## config.mk

```make
export PLATFORM = sky130hd
export DESIGN_NAME = branch_comp
export DESIGN_NICKNAME = d
export VERILOG_FILES = /design/src/rtl/branch_comp.sv
export SDC_FILE = /design/constraint.sdc
export NUM_CORES = 1
export LEC_CHECK = 0
export BUFFER_PORTS_ARGS = -buffer_cell sky130_fd_sc_hd__buf_4
export CAP_MARGIN = 20
export CORE_MARGIN = 5
export CORE_UTILIZATION = 38
export CTS_BUF_LIST = sky130_fd_sc_hd__clkbuf_16
export CTS_CLUSTER_SIZE = 40
export DETAILED_ROUTE_END_ITERATION = 10
export PLACE_DENSITY = 0.86
export REMOVE_ABC_BUFFERS = 1
export SETUP_SLACK_MARGIN = 0.15
export SLEW_MARGIN = 20
export SYNTH_ARGS = -nofsm -noshare
export SYNTH_HDL_FRONTEND = slang
export SYNTH_SLANG_ARGS = --single-unit
```

## constraint.sdc

```tcl
create_clock -name CLK -period 2 [get_ports CLK]
set_input_delay 0.2 -clock CLK [delete_from_list [all_inputs] [get_ports CLK]]
set_output_delay 0.2 -clock CLK [all_outputs]
set_load 0.01 [all_outputs]
```

## src/rtl/branch_comp.sv

```systemverilog
// RV32I branch comparator: combinational EQ/LT/LTU flags, funct3 branch decision, registered copy.
// Optional BRANCH_COMP_ILLEGAL_CHK_EN adds ILLEGAL_Q flagging valid branches with reserved funct3.
module branch_comp #(
  parameter int XLEN = 32
) (
  input  logic            CLK,
  input  logic            RST,
  input  logic [XLEN-1:0] IN_1,
  input  logic [XLEN-1:0] IN_2,
  input  logic [2:0]      FUNCT3,
  input  logic            BR_VALID,
  output logic            EQUEL,
  output logic            LT,
  output logic            LTU,
  output logic            TAKEN,
  output logic            TAKEN_Q,
`ifdef BRANCH_COMP_ILLEGAL_CHK_EN
  output logic            ILLEGAL_Q,
`endif
  output logic            VALID_Q
);

  typedef enum logic [2:0] {
    BR_BEQ  = 3'b000,
    BR_BNE  = 3'b001,
    BR_RSV2 = 3'b010,
    BR_RSV3 = 3'b011,
    BR_BLT  = 3'b100,
    BR_BGE  = 3'b101,
    BR_BLTU = 3'b110,
    BR_BGEU = 3'b111
  } branch_t;

  logic raw_decision;

  assign EQUEL = (IN_1 == IN_2);
  assign LT    = ($signed(IN_1) < $signed(IN_2));
  assign LTU   = (IN_1 < IN_2);

  always_comb begin
    raw_decision = 1'b0;
    case (branch_t'(FUNCT3))
      BR_BEQ:  raw_decision = EQUEL;
      BR_BNE:  raw_decision = ~EQUEL;
      BR_BLT:  raw_decision = LT;
      BR_BGE:  raw_decision = ~LT;
      BR_BLTU: raw_decision = LTU;
      BR_BGEU: raw_decision = ~LTU;
      default: raw_decision = 1'b0;
    endcase
  end

  assign TAKEN = BR_VALID & raw_decision;

  always_ff @(posedge CLK) begin
    if (RST) begin
      TAKEN_Q <= 1'b0;
      VALID_Q <= 1'b0;
    end else begin
      TAKEN_Q <= TAKEN;
      VALID_Q <= BR_VALID;
    end
  end

`ifdef BRANCH_COMP_ILLEGAL_CHK_EN
  // Reserved encodings 010/011 share the pattern 01x.
  always_ff @(posedge CLK) begin
    if (RST) begin
      ILLEGAL_Q <= 1'b0;
    end else begin
      ILLEGAL_Q <= BR_VALID & (FUNCT3[2:1] == 2'b01);
    end
  end
`endif

endmodule

```

Yosys cells after proc, flatten, opt, wreduce, memory -nomap -nowiden
Index checks and enable logic that the tools add are counted.
- register bits after elaboration: 2
- input bits: 70
- output and inout port bits: 6
- word-level logic and storage cells: 16
- magnitude comparators: 2
- eq/ne operators: 6
- mux-type cells: 1
- bitwise logic cells: 4
- reduce and logical (&&, ||, !) cells: 1
- operators by type and width (cell ; number):
    32-bit less-than comparator ; 2
    32-bit equality test ; 1
    3-bit equality test (second input constant) ; 4
    1-bit case mux with 6 select lines ; 1
    3-bit by 1-bit equality test with 1-bit output (second input constant) ; 1
    3-bit zero test ; 1
    1-bit NOT ; 3
    1-bit AND ; 1

Longest topological paths before layout
Gate-level depths: netlist (run 1).
- depth in word-level cells: 4
- gate-level depth with buffers: 8
- mapped depth without buffers: 8

Least setup slack after synthesis (run 1)
No wires, ideal clock.
- path kind: input to output
- from: input IN_2[11]
- to: output LT
- data arrival time: 1.846 ns
- required time: 1.800 ns
- setup slack: -0.046 ns
- stages: 8
- path buffers: 0
- cells stage by stage: inv_1 > ha_1 > a21oi_1 > o21a_1 > nor2_1 > o31ai_1 > nor3b_1 > xnor2_1
- word-level cells in the longest chain between the ends: 1
- ends and longest elaborated chain (element ; RTL line ; RTL):
    start: declaration ; 9 ; input logic [XLEN-1:0] IN_2,
    32-bit less-than comparator ; 37 ; assign LT = ($signed(IN_1) < $signed(IN_2));
    end: declaration ; 13 ; output logic LT,
No other way between the ends.

Final worst setup path (run 1)
- from: input IN_2[19]
- to: output TAKEN
- word-level cells in the longest chain between the ends: 4
- elaborated cells between the ends (all ways): 8
- classes of those cells: order compare (2); eq/ne (1); mux (1); bitwise (4)
- ends and longest elaborated chain (element ; RTL line ; RTL):
    32-bit less-than comparator, or another cell as far along ; 38 ; assign LTU = (IN_1 < IN_2);
    1-bit NOT, on equally long branches ; 48, 44, 46 ;
    1-bit case mux with 6 select lines * ; 42 ; case (branch_t'(FUNCT3))
    1-bit AND * ; 53 ; assign TAKEN = BR_VALID & raw_decision;
    end: declaration ; 15 ; output logic TAKEN,
Every way passes the cells marked *; elsewhere a longest branch is shown, timed or not.

==> flow_summary.yaml, run 1 <==
status:
  outcome: "finished, violations left"
  violations: "negative setup slack"
sta:
  period_needed_ps: 2300
  rsz0062_at_grt: "yes"
  worst_slew_pin_slew_ps: 433
  fin_tns_setup_ps: -767
  slew_headroom_pct: 71.0
  max_freq_mhz: 436
  period_share_pct: 115
  hold_viol_final: 0
  setup_viol: 4
  slew_violations: 0
  setup_ws_ps: -296
final_layout:
  diodes: 0
  mostFrequentLayoutCells: "buf_4, buf_6, inv_1"
  area.growth.synth_to_final_pct: 122
  drive_gt1_share_pct: 60.9
  final_common_cell: "buf_4"
  fin_util_pct: 88.7
  nets: 339
critical_path:
  endpoint_kind: "output port"
  cpPeakStageDelay_ps: 370
  arrival_ps: 2100
  crit_buf_inv: 3
  worstSetupStartpointType: "primary input"
  crit_path_top_delay_cell: "nor4_4"
  crit_chain: "buf_6 -> inv_4 -> ha_4 -> nand4_1 -> nor4_4 -> nand3_2 -> xor2_1 -> o32a_1 -> o211ai_1 -> buf_4"
  critPathMaxFanout: 3
  path_class: "primary input to output port"
  cp_top_family: "simple AND/OR/NAND/NOR gates"
  path_depth: 10
  critPathRequiredTime_ps: 1800
cts:
  h-tree-depth: 1
  cts_root_buffer: "clkbuf_16"
  path_clk_slew_ps: 30
  cts_tree: "done"
  cts-buffers-inserted: 3
  clock_sinks: 2
  clockBufferDepth: 2
route:
  drc: 0
  routedWlPerCell_um: 18.9
  drt_iter0_drc: 64
  ant_nets: 0
  dr.pass1.iters: 4
  routed_wl_um: 5000
  via_per_inst: 5.62
  num_vias: 1489
yosys:
  synth_cell_types: 28
  synth_area_per_cell_um2: 7.18
  synth_seq_cells: 2
  syn_inst: 139
  netlist_area_um2: 998
  ys_seq_area_share_pct: 4.01
  ys_warn_count: 0
min_path:
  hold_depth: 2
  hp-class: "primary input to flip-flop"
power:
  power.density_nw_per_um2: 364
  p_total_mw: 0.807
  leakagePower_nw: 1.08
  peakVddDrop_v: 0.000616
global_routing:
  grt_antenna_before_repair: 0
  grt_pass1_vias: 1517
  grt_pass1_wl_um: 6640
  gr-total-overflow: 0
  grt_max_degree: 7
  track_usage_pct: 24.1
job:
  maxCapViolations: 0
placement:
  port_buffers: 75
  gp_congestion: 0.756
  dp_hpwl_um: 2570
die:
  fp.dieW_um: 61.3
  ios: 76
  initial_utilization_pct: 39.9
  core_region_area_um2: 2500
  die-height_um: 61.3
  rows: 18
  dieArea_um2: 3750
## cells in the mapped netlist, drive strengths merged
cell | number | area share, %
a21boi | 1 | 0.75
a21o | 1 | 0.75
a21oi | 15 | 7.5
a221oi | 1 | 0.88
dfxtp | 2 | 4.0
ha | 32 | 40
inv | 34 | 13
nand2 | 8 | 3.0
nand2b | 1 | 0.63
nand3 | 8 | 4.0
nand4 | 7 | 5.0
nor2 | 4 | 1.5
nor2b | 2 | 1.3
nor3 | 2 | 1.0
nor3b | 1 | 0.75
nor4 | 2 | 1.9
o211ai | 3 | 2.3
o21a | 1 | 0.75
o21ai | 4 | 2.0
o31ai | 1 | 0.75
o32a | 2 | 2.0
or2b | 1 | 0.88
or4b | 2 | 2.0
xnor2 | 2 | 1.8
xor2 | 2 | 1.8
## layout make-up
cell class	count	area, um2
Clock buffer	3	75.1
Fill cell	120	283
Inverter	34	148
Multi-Input combinational cell	103	1140
Sequential cell	2	40.0
Tap cell	30	37.5
Timing Repair Buffer	93	777
## cell families (layout without fill, tap and decap cells)
family                   count (synthesis)  count (layout)  share of synthesized area (%)
AO/OA/AOI/OAI                           29              29                           17.7
XOR/XNOR                                 4               4                           3.51
adder cells (fa/ha/maj)                 32              32                           40.1
buffers and inverters                   34             130                           12.8
flip-flops                               2               2                           4.01
AND/OR/NAND/NOR                         38              38                           21.9
## sequential cells by signal (all words and copies together), names as in the netlist
signal   flops
TAKEN_Q      1
VALID_Q      1
## per-stage QoR
step,worst slack [ps],cells,hold slack [ps],instance area (um2)
floorplan,-46.0,139,306,998
global placement,-245,250,404,1640
detailed placement,-287,250,409,1640
CTS,-144,260,179,2090
global route,-372,265,216,2220
finish,-296,265,212,2220
## metal layers
metal | up-vias | global-route usage [%] | part of all wire (%)
met5 | - | 0 | 0
met4 | 0 | 16.1 | 6.7
li1 | 682 | - | -
met2 | 102 | 46.2 | 52
met1 | 674 | 23.0 | 34
met3 | 31 | 3.98 | 8.1
## report_power, final
part	leakage (nW)	total, mW	internal (mW)	switching [mW]
Combinational	1.02	0.459	0.258	0.200
Sequential	0.0165	0.0436	0.0427	0.000945
Clock	0.0370	0.305	0.255	0.0500
Total	1.08	0.807	0.556	0.251
## what timing repair did
| action | in CTS | in global routing |
|---|---|---|
| pin swaps | 22 | 16 |
| buffers inserted | 7 | 5 |
| endpoints found under the setup margin | 4 | 5 |
| hold buffers | 0 | 0 |
| cloned | 0 | 0 |
| gates resized for setup | 51 | 28 |
## worst paths after layout
check,from,to
worst max-delay path,IN_2[19],TAKEN
worst min-delay path,RST,VALID_Q
Note: power is estimated with default switching activity, not from simulation.
==> run 2, diff against run 1 <==
CTS_BUF_LIST = not set   (was sky130_fd_sc_hd__clkbuf_16)
==> run 2 against run 1 <==
The run still ends with negative setup slack left. Core utilization is 1.8 points lower. Worst setup slack worse by 21 ps. Die area stayed put. Flip-flop and latch count stayed put. Sequential share of layout area hardly changed.
==> flow_summary.yaml, run 2 (same netlist as run 1, synthesis figures left out) <==
status:
  outcome: "finished, violations left"
  violations: "negative setup slack"
final_layout:
  final_cells: 263
  fin_util_pct: 86.9
  nets: 337
  area.growth.synth_to_final_pct: 118
  top_regs: "TAKEN_Q (1), VALID_Q (1)"
  drive_gt1_share_pct: 60.9
  diodes: 0
  final_common_cell: "buf_4"
  stdcell_area_um2: 2170
  mostFrequentLayoutCells: "buf_4, buf_6, inv_1"
route:
  routedWlPerCell_um: 17.0
  ant_nets: 0
  routed_wl_um: 4470
  dr.pass1.iters: 4
  num_vias: 1455
  via_per_inst: 5.53
  drc: 0
  drt_iter0_drc: 83
critical_path:
  path_class: "primary input to output port"
  arrival_ps: 2120
  critPathRequiredTime_ps: 1800
  path_depth: 11
  cpPeakStageDelay_ps: 330
  crit_path_top_delay_cell: "nor4_1"
  critPathMaxFanout: 3
  endpoint_kind: "output port"
  cpMostUsedCell: "buf_4"
  crit_chain: "buf_6 -> inv_2 -> ha_4 -> nand4_1 -> buf_4 -> nor4_1 -> o31ai_2 -> buf_4 -> o32a_1 -> o211ai_1 -> buf_4"
  crit_buf_inv: 5
  cp_top_family: "buffers and inverters"
  worstSetupStartpointType: "primary input"
min_path:
  hp-class: "primary input to flip-flop"
  hold_depth: 2
placement:
  port_buffers: 75
  dpl-instance-area_um2: 1640
  dp.cells: 250
  dp_hpwl_um: 2570
  gp_congestion: 0.756
cts:
  hold_buffers: 0
  h-tree-depth: 1
  clock_sinks: 2
  cts-buffers-inserted: 3
  clockBufferDepth: 2
  cts_tree: "done"
  path_clk_slew_ps: 30
  cts_root_buffer: "clkbuf_4"
power:
  power.density_nw_per_um2: 272
  peakVddDrop_v: 0.000262
  leakagePower_nw: 1.06
job:
  maxCapViolations: 0
global_routing:
  grt_max_degree: 7
  track_usage_pct: 22.3
  gr-total-overflow: 0
  grt_pass1_vias: 1468
  grt_pass1_wl_um: 6310
  grt_antenna_before_repair: 0
sta:
  hold_viol_final: 0
  setup_ws_ps: -316
  period_share_pct: 116
  worst_slew_pin_slew_ps: 435
  rsz0062_at_grt: "yes"
  period_needed_ps: 2320
  slew_headroom_pct: 70.7
  setup_viol: 4
  max_freq_mhz: 432
  slew_violations: 0
die:
  core_region_area_um2: 2500
  die-height_um: 61.3
  dieArea_um2: 3750
  initial_utilization_pct: 39.9
  ios: 76
  fp.dieW_um: 61.3
  rows: 18
==> run 2: layout make-up <==
| type | instances | area [um2] |
|---|---|---|
| clock buffer | 3 | 22.5 |
| fill | 124 | 328 |
| tap | 30 | 37.5 |
| sequential | 2 | 40.0 |
| inverter | 34 | 145 |
| multi-input combinational | 103 | 1150 |
| timing repair buffer | 91 | 777 |
==> run 2: timing repair <==
item | in CTS | in global routing
endpoints found under the setup margin | 4 | 5
gates resized for setup | 51 | 32
buffers inserted | 7 | 3
pin swaps | 22 | 10
==> run 2: where the power goes <==
| part | total, mW | internal, mW | switching (mW) |
|---|---|---|---|
| clock network | 0.0996 | 0.0670 | 0.0326 |
| logic | 0.447 | 0.255 | 0.192 |
| registers | 0.0433 | 0.0426 | 0.000715 |
==> run 2: stage by stage <==
stage	hold slack, ps	TNS [ps]	worst slack, ps	total power [mW]
after floorplan	306	-46.0	-46.0	0.189
after global placement	404	-598	-245	0.346
after detailed placement	409	-741	-287	0.354
after CTS	167	-302	-140	0.527
after global routing	179	-932	-330	0.638
final	186	-784	-316	0.590
==> run 2: per-layer routing <==
layer	track usage [%]	vias up	share of wire, %
li1	-	680	-
met1	21.9	677	33
met2	45.0	82	56
met3	4.40	16	7.3
met4	8.05	0	3.7
met5	0	-	0
==> run 2: final timing paths <==
| path | start | to | slack (ps) |
|---|---|---|---|
| setup / recovery | IN_2[17] | TAKEN | -320 |
| hold / removal | RST | VALID_Q | 190 |
